===== src/rtl/ppi_pkg.sv =====
// Purpose: shared constants and types for the PPI handshake controller (mode encodings, control-word and INTE bit positions).
// Latency: n/a (declarations only).
// Backpressure: n/a.
package ppi_pkg;

  // Group A mode field, control word bits [6:5]
  typedef enum logic [1:0] {
    AM_BASIC   = 2'b00,  // mode 0
    AM_STROBED = 2'b01,  // mode 1
    AM_BIDIR   = 2'b10,  // not supported -> cfg_err
    AM_RSVD    = 2'b11   // not supported -> cfg_err
  } amode_e;

  // Control word bit indices (mode-set form, din[7]=1)
  localparam int CW_SET      = 7;
  localparam int CW_AMODE_HI = 6;
  localparam int CW_AMODE_LO = 5;
  localparam int CW_DIR_A    = 4;
  localparam int CW_DIR_CU   = 3;
  localparam int CW_MODE_B   = 2;
  localparam int CW_DIR_B    = 1;
  localparam int CW_DIR_CL   = 0;

  // Bit set/reset form (din[7]=0): din[3:1] selects the port C bit, din[0] is the value
  localparam int BSR_SEL_HI  = 3;
  localparam int BSR_SEL_LO  = 1;
  localparam int BSR_VAL     = 0;

  // Port C bits that double as interrupt enables
  localparam logic [2:0] INTE_A_IN_BIT  = 3'd4;
  localparam logic [2:0] INTE_A_OUT_BIT = 3'd6;
  localparam logic [2:0] INTE_B_BIT     = 3'd2;

  typedef struct packed {
    logic mode_a;
    logic mode_b;
    logic dir_a;
    logic dir_cu;
    logic dir_b;
    logic dir_cl;
  } cfg_t;

  // All ports basic mode, all directions input
  localparam cfg_t CFG_RST = '{mode_a: 1'b0, mode_b: 1'b0, dir_a: 1'b1,
                               dir_cu: 1'b1, dir_b: 1'b1, dir_cl: 1'b1};

  function automatic logic amode_is_legal(input amode_e m);
    return (m == AM_BASIC) || (m == AM_STROBED);
  endfunction

endpackage


===== src/rtl/ppi_hs_ctrl_if.sv =====
// Purpose: CPU and peripheral-side signal bundle of the PPI handshake controller.
// Latency: n/a (wires only).
// Backpressure: none; strobes are single-cycle, handshake inputs are asynchronous active-low.
// Ports: CPU wr_ctrl/din/rd_*/wr_*, peripheral stb_*_n/ack_*_n; config mode_*/dir_*/cfg_err,
//        port C latch pc_out, status ibf_*/obf_*_n/intr_*.
// master = the CPU/peripheral side driving strobes; slave = the controller.
interface ppi_hs_ctrl_if;
  logic       wr_ctrl;
  logic [7:0] din;
  logic       rd_a;
  logic       wr_a;
  logic       rd_b;
  logic       wr_b;
  logic       stb_a_n;
  logic       ack_a_n;
  logic       stb_b_n;
  logic       ack_b_n;
  logic       mode_a;
  logic       mode_b;
  logic       dir_a;
  logic       dir_cu;
  logic       dir_b;
  logic       dir_cl;
  logic [7:0] pc_out;
  logic       cfg_err;
  logic       ibf_a;
  logic       ibf_b;
  logic       obf_a_n;
  logic       obf_b_n;
  logic       intr_a;
  logic       intr_b;

  modport master (
    output wr_ctrl, din, rd_a, wr_a, rd_b, wr_b, stb_a_n, ack_a_n, stb_b_n, ack_b_n,
    input  mode_a, mode_b, dir_a, dir_cu, dir_b, dir_cl, pc_out, cfg_err,
           ibf_a, ibf_b, obf_a_n, obf_b_n, intr_a, intr_b
  );

  modport slave (
    input  wr_ctrl, din, rd_a, wr_a, rd_b, wr_b, stb_a_n, ack_a_n, stb_b_n, ack_b_n,
    output mode_a, mode_b, dir_a, dir_cu, dir_b, dir_cl, pc_out, cfg_err,
           ibf_a, ibf_b, obf_a_n, obf_b_n, intr_a, intr_b
  );
endinterface


===== src/rtl/ppi_hs_chan.sv =====
// Purpose: one handshake port: synchronisers + edge detect on stb_n/ack_n, ibf/obf_n/intr flags.
// Latency: flag set SYNC_STAGES+1 edges after the pin changes; rd/wr clear at the next edge.
// Backpressure: none; strobes are single-cycle and always accepted.
// Ports: clk, reset (async high); mode/dir/inte config; clr (mode set); rd/wr strobes;
//        stb_n/ack_n async pins; ibf/obf_n/intr registered status.
module ppi_hs_chan #(
  parameter int SYNC_STAGES = 2
) (
  input  logic clk,
  input  logic reset,
  input  logic mode,
  input  logic dir,
  input  logic inte,
  input  logic clr,
  input  logic rd,
  input  logic wr,
  input  logic stb_n,
  input  logic ack_n,
  output logic ibf,
  output logic obf_n,
  output logic intr
);

  logic [SYNC_STAGES-1:0] stb_sync_q, stb_sync_d;
  logic [SYNC_STAGES-1:0] ack_sync_q, ack_sync_d;
  logic stb_hist_q, stb_hist_d;
  logic ack_hist_q, ack_hist_d;
  logic ibf_q, ibf_d;
  logic obf_n_q, obf_n_d;
  logic intr_q, intr_d;
  logic stb_fall, stb_rise, ack_fall, ack_rise;

  // Synchronisers always run, whatever the mode, so a later mode change sees settled history.
  always_comb begin
    stb_sync_d    = stb_sync_q;
    ack_sync_d    = ack_sync_q;
    stb_sync_d[0] = stb_n;
    ack_sync_d[0] = ack_n;
    for (int i = 1; i < SYNC_STAGES; i++) begin
      stb_sync_d[i] = stb_sync_q[i-1];
      ack_sync_d[i] = ack_sync_q[i-1];
    end
    stb_hist_d = stb_sync_q[SYNC_STAGES-1];
    ack_hist_d = ack_sync_q[SYNC_STAGES-1];
  end

  assign stb_fall =  stb_hist_q & ~stb_sync_q[SYNC_STAGES-1];
  assign stb_rise = ~stb_hist_q &  stb_sync_q[SYNC_STAGES-1];
  assign ack_fall =  ack_hist_q & ~ack_sync_q[SYNC_STAGES-1];
  assign ack_rise = ~ack_hist_q &  ack_sync_q[SYNC_STAGES-1];

  // Priority: mode set > edge-driven set > rd/wr clear; on obf_n a CPU write beats an ack fall.
  always_comb begin
    ibf_d   = ibf_q;
    obf_n_d = obf_n_q;
    intr_d  = intr_q;
    if (clr || !mode) begin
      ibf_d   = 1'b0;
      obf_n_d = 1'b1;
      intr_d  = 1'b0;
    end else if (dir) begin
      obf_n_d = 1'b1;
      if (stb_fall)                    ibf_d  = 1'b1;
      else if (rd)                     ibf_d  = 1'b0;
      if (stb_rise && ibf_q && inte)   intr_d = 1'b1;
      else if (rd)                     intr_d = 1'b0;
    end else begin
      ibf_d = 1'b0;
      if (wr)                          obf_n_d = 1'b0;
      else if (ack_fall)               obf_n_d = 1'b1;
      if (ack_rise && inte)            intr_d  = 1'b1;
      else if (wr)                     intr_d  = 1'b0;
    end
  end

  // Idle-high reset on sync/history so releasing reset never looks like an edge.
  always_ff @(posedge clk or posedge reset) begin
    if (reset) begin
      stb_sync_q <= '1;
      ack_sync_q <= '1;
      stb_hist_q <= 1'b1;
      ack_hist_q <= 1'b1;
      ibf_q      <= 1'b0;
      obf_n_q    <= 1'b1;
      intr_q     <= 1'b0;
    end else begin
      stb_sync_q <= stb_sync_d;
      ack_sync_q <= ack_sync_d;
      stb_hist_q <= stb_hist_d;
      ack_hist_q <= ack_hist_d;
      ibf_q      <= ibf_d;
      obf_n_q    <= obf_n_d;
      intr_q     <= intr_d;
    end
  end

  assign ibf   = ibf_q;
  assign obf_n = obf_n_q;
  assign intr  = intr_q;

endmodule


===== src/rtl/ppi_hs_ctrl.sv =====
// Purpose: PPI control-word decode (mode set / bit set-reset), port C latch, two handshake channels.
// Latency: config and pc_out update at the edge after wr_ctrl; flags per ppi_hs_chan.
// Backpressure: none; every strobe is accepted in the cycle it is presented.
// Ports: clk, reset (async high), bus (ppi_hs_ctrl_if.slave).
// Build option: PPI_INTE_EN -- when defined, inte_a/inte_b are flops loaded by bit set/reset
//               (A: PC4 when input, PC6 when output; B: PC2); otherwise both are tied high.
module ppi_hs_ctrl
  import ppi_pkg::*;
#(
  parameter int SYNC_STAGES = 2
) (
  input  logic clk,
  input  logic reset,
  ppi_hs_ctrl_if.slave bus
);

  cfg_t       cfg_q, cfg_d;
  logic       cfg_err_q, cfg_err_d;
  logic [7:0] pc_out_q, pc_out_d;
  logic       mode_set;
  logic       inte_a, inte_b;
  amode_e     amode;

  assign mode_set = bus.wr_ctrl & bus.din[CW_SET];
  assign amode    = amode_e'(bus.din[CW_AMODE_HI:CW_AMODE_LO]);

`ifdef PPI_INTE_EN
  logic       inte_a_q, inte_a_d;
  logic       inte_b_q, inte_b_d;
  logic [2:0] inte_a_bit;
  // The enable for A lives on a different port C bit depending on its direction.
  assign inte_a_bit = cfg_q.dir_a ? INTE_A_IN_BIT : INTE_A_OUT_BIT;
  assign inte_a     = inte_a_q;
  assign inte_b     = inte_b_q;
`else
  assign inte_a = 1'b1;
  assign inte_b = 1'b1;
`endif

  always_comb begin
    cfg_d     = cfg_q;
    cfg_err_d = cfg_err_q;
    pc_out_d  = pc_out_q;
`ifdef PPI_INTE_EN
    inte_a_d  = inte_a_q;
    inte_b_d  = inte_b_q;
`endif
    if (bus.wr_ctrl) begin
      if (bus.din[CW_SET]) begin
        cfg_d.mode_a = (amode == AM_STROBED);
        cfg_d.dir_a  = bus.din[CW_DIR_A];
        cfg_d.dir_cu = bus.din[CW_DIR_CU];
        cfg_d.mode_b = bus.din[CW_MODE_B];
        cfg_d.dir_b  = bus.din[CW_DIR_B];
        cfg_d.dir_cl = bus.din[CW_DIR_CL];
        cfg_err_d    = !amode_is_legal(amode);
        pc_out_d     = 8'h00;
`ifdef PPI_INTE_EN
        inte_a_d     = 1'b0;
        inte_b_d     = 1'b0;
`endif
      end else begin
        pc_out_d[bus.din[BSR_SEL_HI:BSR_SEL_LO]] = bus.din[BSR_VAL];
`ifdef PPI_INTE_EN
        if (bus.din[BSR_SEL_HI:BSR_SEL_LO] == inte_a_bit) inte_a_d = bus.din[BSR_VAL];
        if (bus.din[BSR_SEL_HI:BSR_SEL_LO] == INTE_B_BIT) inte_b_d = bus.din[BSR_VAL];
`endif
      end
    end
  end

  always_ff @(posedge clk or posedge reset) begin
    if (reset) begin
      cfg_q     <= CFG_RST;
      cfg_err_q <= 1'b0;
      pc_out_q  <= 8'h00;
`ifdef PPI_INTE_EN
      inte_a_q  <= 1'b0;
      inte_b_q  <= 1'b0;
`endif
    end else begin
      cfg_q     <= cfg_d;
      cfg_err_q <= cfg_err_d;
      pc_out_q  <= pc_out_d;
`ifdef PPI_INTE_EN
      inte_a_q  <= inte_a_d;
      inte_b_q  <= inte_b_d;
`endif
    end
  end

  ppi_hs_chan #(.SYNC_STAGES(SYNC_STAGES)) u_chan_a (
    .clk   (clk),
    .reset (reset),
    .mode  (cfg_q.mode_a),
    .dir   (cfg_q.dir_a),
    .inte  (inte_a),
    .clr   (mode_set),
    .rd    (bus.rd_a),
    .wr    (bus.wr_a),
    .stb_n (bus.stb_a_n),
    .ack_n (bus.ack_a_n),
    .ibf   (bus.ibf_a),
    .obf_n (bus.obf_a_n),
    .intr  (bus.intr_a)
  );

  ppi_hs_chan #(.SYNC_STAGES(SYNC_STAGES)) u_chan_b (
    .clk   (clk),
    .reset (reset),
    .mode  (cfg_q.mode_b),
    .dir   (cfg_q.dir_b),
    .inte  (inte_b),
    .clr   (mode_set),
    .rd    (bus.rd_b),
    .wr    (bus.wr_b),
    .stb_n (bus.stb_b_n),
    .ack_n (bus.ack_b_n),
    .ibf   (bus.ibf_b),
    .obf_n (bus.obf_b_n),
    .intr  (bus.intr_b)
  );

  assign bus.mode_a  = cfg_q.mode_a;
  assign bus.mode_b  = cfg_q.mode_b;
  assign bus.dir_a   = cfg_q.dir_a;
  assign bus.dir_cu  = cfg_q.dir_cu;
  assign bus.dir_b   = cfg_q.dir_b;
  assign bus.dir_cl  = cfg_q.dir_cl;
  assign bus.cfg_err = cfg_err_q;
  assign bus.pc_out  = pc_out_q;

endmodule


===== src/flat_wrapper.sv =====
// flat-port wrapper written by rule: the top's interface ports become plain ports
module ppi_hs_ctrl_flat import ppi_pkg::*;
#(
  parameter int SYNC_STAGES = 2
)
  (clk, reset, bus_wr_ctrl, bus_din, bus_rd_a, bus_wr_a, bus_rd_b, bus_wr_b, bus_stb_a_n, bus_ack_a_n, bus_stb_b_n, bus_ack_b_n, bus_mode_a, bus_mode_b, bus_dir_a, bus_dir_cu, bus_dir_b, bus_dir_cl, bus_pc_out, bus_cfg_err, bus_ibf_a, bus_ibf_b, bus_obf_a_n, bus_obf_b_n, bus_intr_a, bus_intr_b);
  ppi_hs_ctrl_if bus_i ();
  input  logic clk;
  input  logic reset;
  input wire logic [$bits(bus_i.wr_ctrl)-1:0] bus_wr_ctrl;
  input wire logic [$bits(bus_i.din)-1:0] bus_din;
  input wire logic [$bits(bus_i.rd_a)-1:0] bus_rd_a;
  input wire logic [$bits(bus_i.wr_a)-1:0] bus_wr_a;
  input wire logic [$bits(bus_i.rd_b)-1:0] bus_rd_b;
  input wire logic [$bits(bus_i.wr_b)-1:0] bus_wr_b;
  input wire logic [$bits(bus_i.stb_a_n)-1:0] bus_stb_a_n;
  input wire logic [$bits(bus_i.ack_a_n)-1:0] bus_ack_a_n;
  input wire logic [$bits(bus_i.stb_b_n)-1:0] bus_stb_b_n;
  input wire logic [$bits(bus_i.ack_b_n)-1:0] bus_ack_b_n;
  output wire logic [$bits(bus_i.mode_a)-1:0] bus_mode_a;
  output wire logic [$bits(bus_i.mode_b)-1:0] bus_mode_b;
  output wire logic [$bits(bus_i.dir_a)-1:0] bus_dir_a;
  output wire logic [$bits(bus_i.dir_cu)-1:0] bus_dir_cu;
  output wire logic [$bits(bus_i.dir_b)-1:0] bus_dir_b;
  output wire logic [$bits(bus_i.dir_cl)-1:0] bus_dir_cl;
  output wire logic [$bits(bus_i.pc_out)-1:0] bus_pc_out;
  output wire logic [$bits(bus_i.cfg_err)-1:0] bus_cfg_err;
  output wire logic [$bits(bus_i.ibf_a)-1:0] bus_ibf_a;
  output wire logic [$bits(bus_i.ibf_b)-1:0] bus_ibf_b;
  output wire logic [$bits(bus_i.obf_a_n)-1:0] bus_obf_a_n;
  output wire logic [$bits(bus_i.obf_b_n)-1:0] bus_obf_b_n;
  output wire logic [$bits(bus_i.intr_a)-1:0] bus_intr_a;
  output wire logic [$bits(bus_i.intr_b)-1:0] bus_intr_b;
  assign bus_i.wr_ctrl = bus_wr_ctrl;
  assign bus_i.din = bus_din;
  assign bus_i.rd_a = bus_rd_a;
  assign bus_i.wr_a = bus_wr_a;
  assign bus_i.rd_b = bus_rd_b;
  assign bus_i.wr_b = bus_wr_b;
  assign bus_i.stb_a_n = bus_stb_a_n;
  assign bus_i.ack_a_n = bus_ack_a_n;
  assign bus_i.stb_b_n = bus_stb_b_n;
  assign bus_i.ack_b_n = bus_ack_b_n;
  assign bus_mode_a = bus_i.mode_a;
  assign bus_mode_b = bus_i.mode_b;
  assign bus_dir_a = bus_i.dir_a;
  assign bus_dir_cu = bus_i.dir_cu;
  assign bus_dir_b = bus_i.dir_b;
  assign bus_dir_cl = bus_i.dir_cl;
  assign bus_pc_out = bus_i.pc_out;
  assign bus_cfg_err = bus_i.cfg_err;
  assign bus_ibf_a = bus_i.ibf_a;
  assign bus_ibf_b = bus_i.ibf_b;
  assign bus_obf_a_n = bus_i.obf_a_n;
  assign bus_obf_b_n = bus_i.obf_b_n;
  assign bus_intr_a = bus_i.intr_a;
  assign bus_intr_b = bus_i.intr_b;
  ppi_hs_ctrl #(.SYNC_STAGES(SYNC_STAGES)) u_core (.clk(clk), .reset(reset), .bus(bus_i));
endmodule

===== config.mk =====
export PLATFORM = sky130hd
export DESIGN_NAME = ppi_hs_ctrl_flat
export DESIGN_NICKNAME = d
export VERILOG_FILES = /design/src/rtl/ppi_pkg.sv /design/src/rtl/ppi_hs_ctrl_if.sv /design/src/rtl/ppi_hs_chan.sv /design/src/rtl/ppi_hs_ctrl.sv /design/src/flat_wrapper.sv
export SDC_FILE = /design/constraint.sdc
export NUM_CORES = 1
export LEC_CHECK = 0
export ABC_AREA = 1
export CORE_MARGIN = 8
export CORE_UTILIZATION = 42
export DETAILED_ROUTE_END_ITERATION = 8
export PLACE_DENSITY = 0.87
export SYNTH_ARGS = -nofsm -noshare
export SYNTH_HDL_FRONTEND = slang
export SYNTH_SLANG_ARGS = --single-unit

===== constraint.sdc =====
create_clock -name clk -period 0.9 [get_ports clk]
set_input_delay 0.135 -clock clk [delete_from_list [all_inputs] [get_ports clk]]
set_output_delay 0.135 -clock clk [all_outputs]
set_load 0.01 [all_outputs]

==> results.md <==
* Status: finished with violations
* Failing checks: setup timing
* Chip width at 73.2 µm
* Routed Antenna Nets at 0
* Final core occ at 0.708
* GPL Wtd Cong at 0.884
* MaxCap Viol Count at 0
* CTS tree: yes
* CP arrival at 1370 ps
* Aggregate global routing overflow at 0
* Clock share of power at 0.312
* Antenna cell count at 0
* Worst setup margin at -247 ps
* Commonest non-fill, non-tap cells in the layout: nand2_1, buf_6, inv_1, dfstp_2, buf_4
* Clock Skew at 5.52 ps
* CP max FO at 4
* Area fraction of the dominant cell type after synthesis at 0.344
* Internal power at 2730 µW
* Clock transition at path regs at 100 ps
* Post-synthesis register bit count at 33
* Slowest-stage cell, CP: dfstp_2
* Starting Density at 0.446
* Remaining DRCs at 0
* Crit end category: register
* Cell variety after synth at 17
* Share of post-route cells with drive strength above 1 at 0.458
* Routed wire length per instance at 13.4 µm
* Fill cells at 238
* Critical path class: reg2reg
* Actual slew at the worst max-slew pin at 259 ps
* Setup Viol. Count Final at 26
* Via density at 4.51
* Mapped Cells at 153
* Vias post-DR at 1222
* Power Dens Cells at 1680 nW/µm²
* Fmax at 0.872 GHz
* Crit-path cells: buf_6 -> inv_4 -> o21ai_0 -> nand2_1
* Worst skew pair latency at 330 ps
* Post-DP HPWL at 2450 µm
* Leak at 0.00115 µW
* Worst EP required at 1120 ps
* H-tree levels at 2
* Psw at 937 µW
* CTS Root Cell: clkbuf_4
* Vias in the first global route at 1288
* Syn_nets at 172
* Hold buffer count at CTS at 0
* Core area at 3080 µm²
* Router iterations before antenna repair at 4
* Area Overhead vs Synth at 58.6%
* Startpoint Class: register
* Placement Cell Area at 1960 µm²
* Syn. warnings at 0
* Final hold violations at 0
* Avg Cell Area, Syn at 8.98 µm²
* Unrepaired setup endpoints after global routing: true
* Die Y-Extent at 73.2 µm
* Rel. slew slack at 0.825
* Post-synthesis sequential area ratio at 0.617
* 1st-iter DRT viols at 65
* IO Pins at 40
* Comb pwr share at 0.217
* Most common cell after layout, fill and taps aside: nand2_1
* Dominant cell type by area after synthesis: dfstp_2
* Worst R2R Path Depth at 4
* CTS Buffer Depth at 2
* Sequential power share at 0.470
* Die area at 5360 µm²
* Final slew viol count at 0
* Cell area after layout at 2180 µm²
* Pin count of the biggest net entering global routing at 34
* Sink Count at 33
* First-pass GRT wire length at 5950 µm
* Final wirelength at 3640 µm
* CTS buffer count at 5
* VDD IR max at 1.34 mV
* Setup_tns at -3330 ps
* Crit path largest cell delay at 560 ps
* Rows at 20
* Port bufs at 39
* Antenna violations before repair at 0
* Minimum clock period at 1150 ps
* Cell Area, Synth at 1370 µm²
* Worst Hold Class: in2async
* Global Route Usage Sum at 0.149
* Sw frac at 0.256
* Final nets at 245
* Fin crit share at 1.27
* Top post-synthesis cells by area: dfstp_2, dfrtp_1, nand2_1
==> stage by stage <==
stage	setup slack, ps	power (µW)	hold WS [ps]	std cells
after floorplan	-92.2	2000	139	153
after global placement	-449	2420	345	253
after detailed placement	-505	2430	347	253
after CTS	-231	3600	135	269
after global routing	-324	3860	129	271
final	-247	3670	134	271
==> layout make-up <==
class                           instances  area (µm²)  area share
Clock buffer                            7        55.1      0.0253
Inverter                               24        92.6      0.0425
Tap cell                               44        55.1      0.0253
Multi-Input combinational cell         95         502       0.230
Timing Repair Buffer                   67         596       0.273
Sequential cell                        33         848       0.389
Clock inverter                          1        30.0      0.0138
==> critical path, delay by kind of cell (launching register included) <==
family / cells / cell delay [ps]
buf+inv: 2 / 150
simple gates: 1 / 100
compound gates: 1 / 240
flops: 1 / 560
==> cells in the mapped netlist <==
master / n
a21oi_1: 3
nand2_4: 2
nand2_1: 47
inv_2: 1
inv_1: 23
o211ai_1: 1
nor2_2: 2
buf_6: 1
nor2_1: 17
nor2_4: 1
o21ai_0: 13
o21ai_1: 2
nand3_1: 3
dfstp_2: 18
nand4_1: 2
nand2_2: 2
dfrtp_1: 15
==> metal layers <==
layer	wire, µm	GRT usage	up-vias
li1	-	-	614
met5	0	0	-
met1	1520	0.167	563
met4	49	0.0600	0
met2	1810	0.241	40
met3	255	0.0632	5
==> kinds of logic after synthesis <==
family | synth area share
simple gates | 0.238
flops | 0.617
buf+inv | 0.0738
compound gates | 0.0710
==> path summary, 6_finish.rpt <==
kind	slack (ps)	end	from
max reg2reg	-250	u_core.u_chan_a.intr	u_core.bus.dir_a
min reg2reg	360	u_core.u_chan_a.ack_sync_q[1]	u_core.u_chan_a.ack_sync_q[0]
max in group asynchronous	520	u_core.u_chan_a.ack_hist_q	reset
min in group clk	210	u_core.u_chan_a.ack_sync_q[0]	bus_ack_a_n
min	130	u_core.u_chan_b.intr	reset
max	-250	u_core.u_chan_a.intr	u_core.bus.dir_a
==> flip-flops by register name (all words and copies together), names as in the netlist <==
register	flops
u_core.bus.pc_out	8
u_core.u_chan_a.ibf	1
u_core.u_chan_b.ack_sync_q	2
u_core.u_chan_a.stb_sync_q	2
u_core.u_chan_a.obf_n	1
u_core.bus.mode_b	1
u_core.bus.dir_b	1
u_core.u_chan_b.stb_sync_q	2
u_core.u_chan_a.ack_sync_q	2
u_core.bus.cfg_err	1
u_core.u_chan_b.obf_n	1
u_core.u_chan_b.ibf	1
u_core.u_chan_a.stb_hist_q	1
u_core.u_chan_b.stb_hist_q	1
u_core.bus.dir_a	1
u_core.u_chan_b.intr	1
u_core.u_chan_b.ack_hist_q	1
u_core.bus.dir_cl	1
u_core.u_chan_a.intr	1
u_core.bus.dir_cu	1
u_core.u_chan_a.ack_hist_q	1
u_core.bus.mode_a	1
==> power by group through the flow <==
stage          Sequential, µW  Combinational, µW  Clock [µW]
2_1_floorplan            1780                217           0
3_3_place_gp             1730                688           0
3_5_place_dp             1730                705           0
4_1_cts                  1710                712        1170
5_1_grt                  1740                874        1240
6_report                 1720                798        1150
==> repair_timing <==
| item | 4_1_cts | 5_1_grt |
|---|---|---|
| pin swaps | 10 | 15 |
| gates resized for setup | 116 | 25 |
| endpoints found under the setup margin | 40 | 32 |
| setup buffers | 9 | 5 |
No activity file was read; power rests on OpenSTA's default activity.
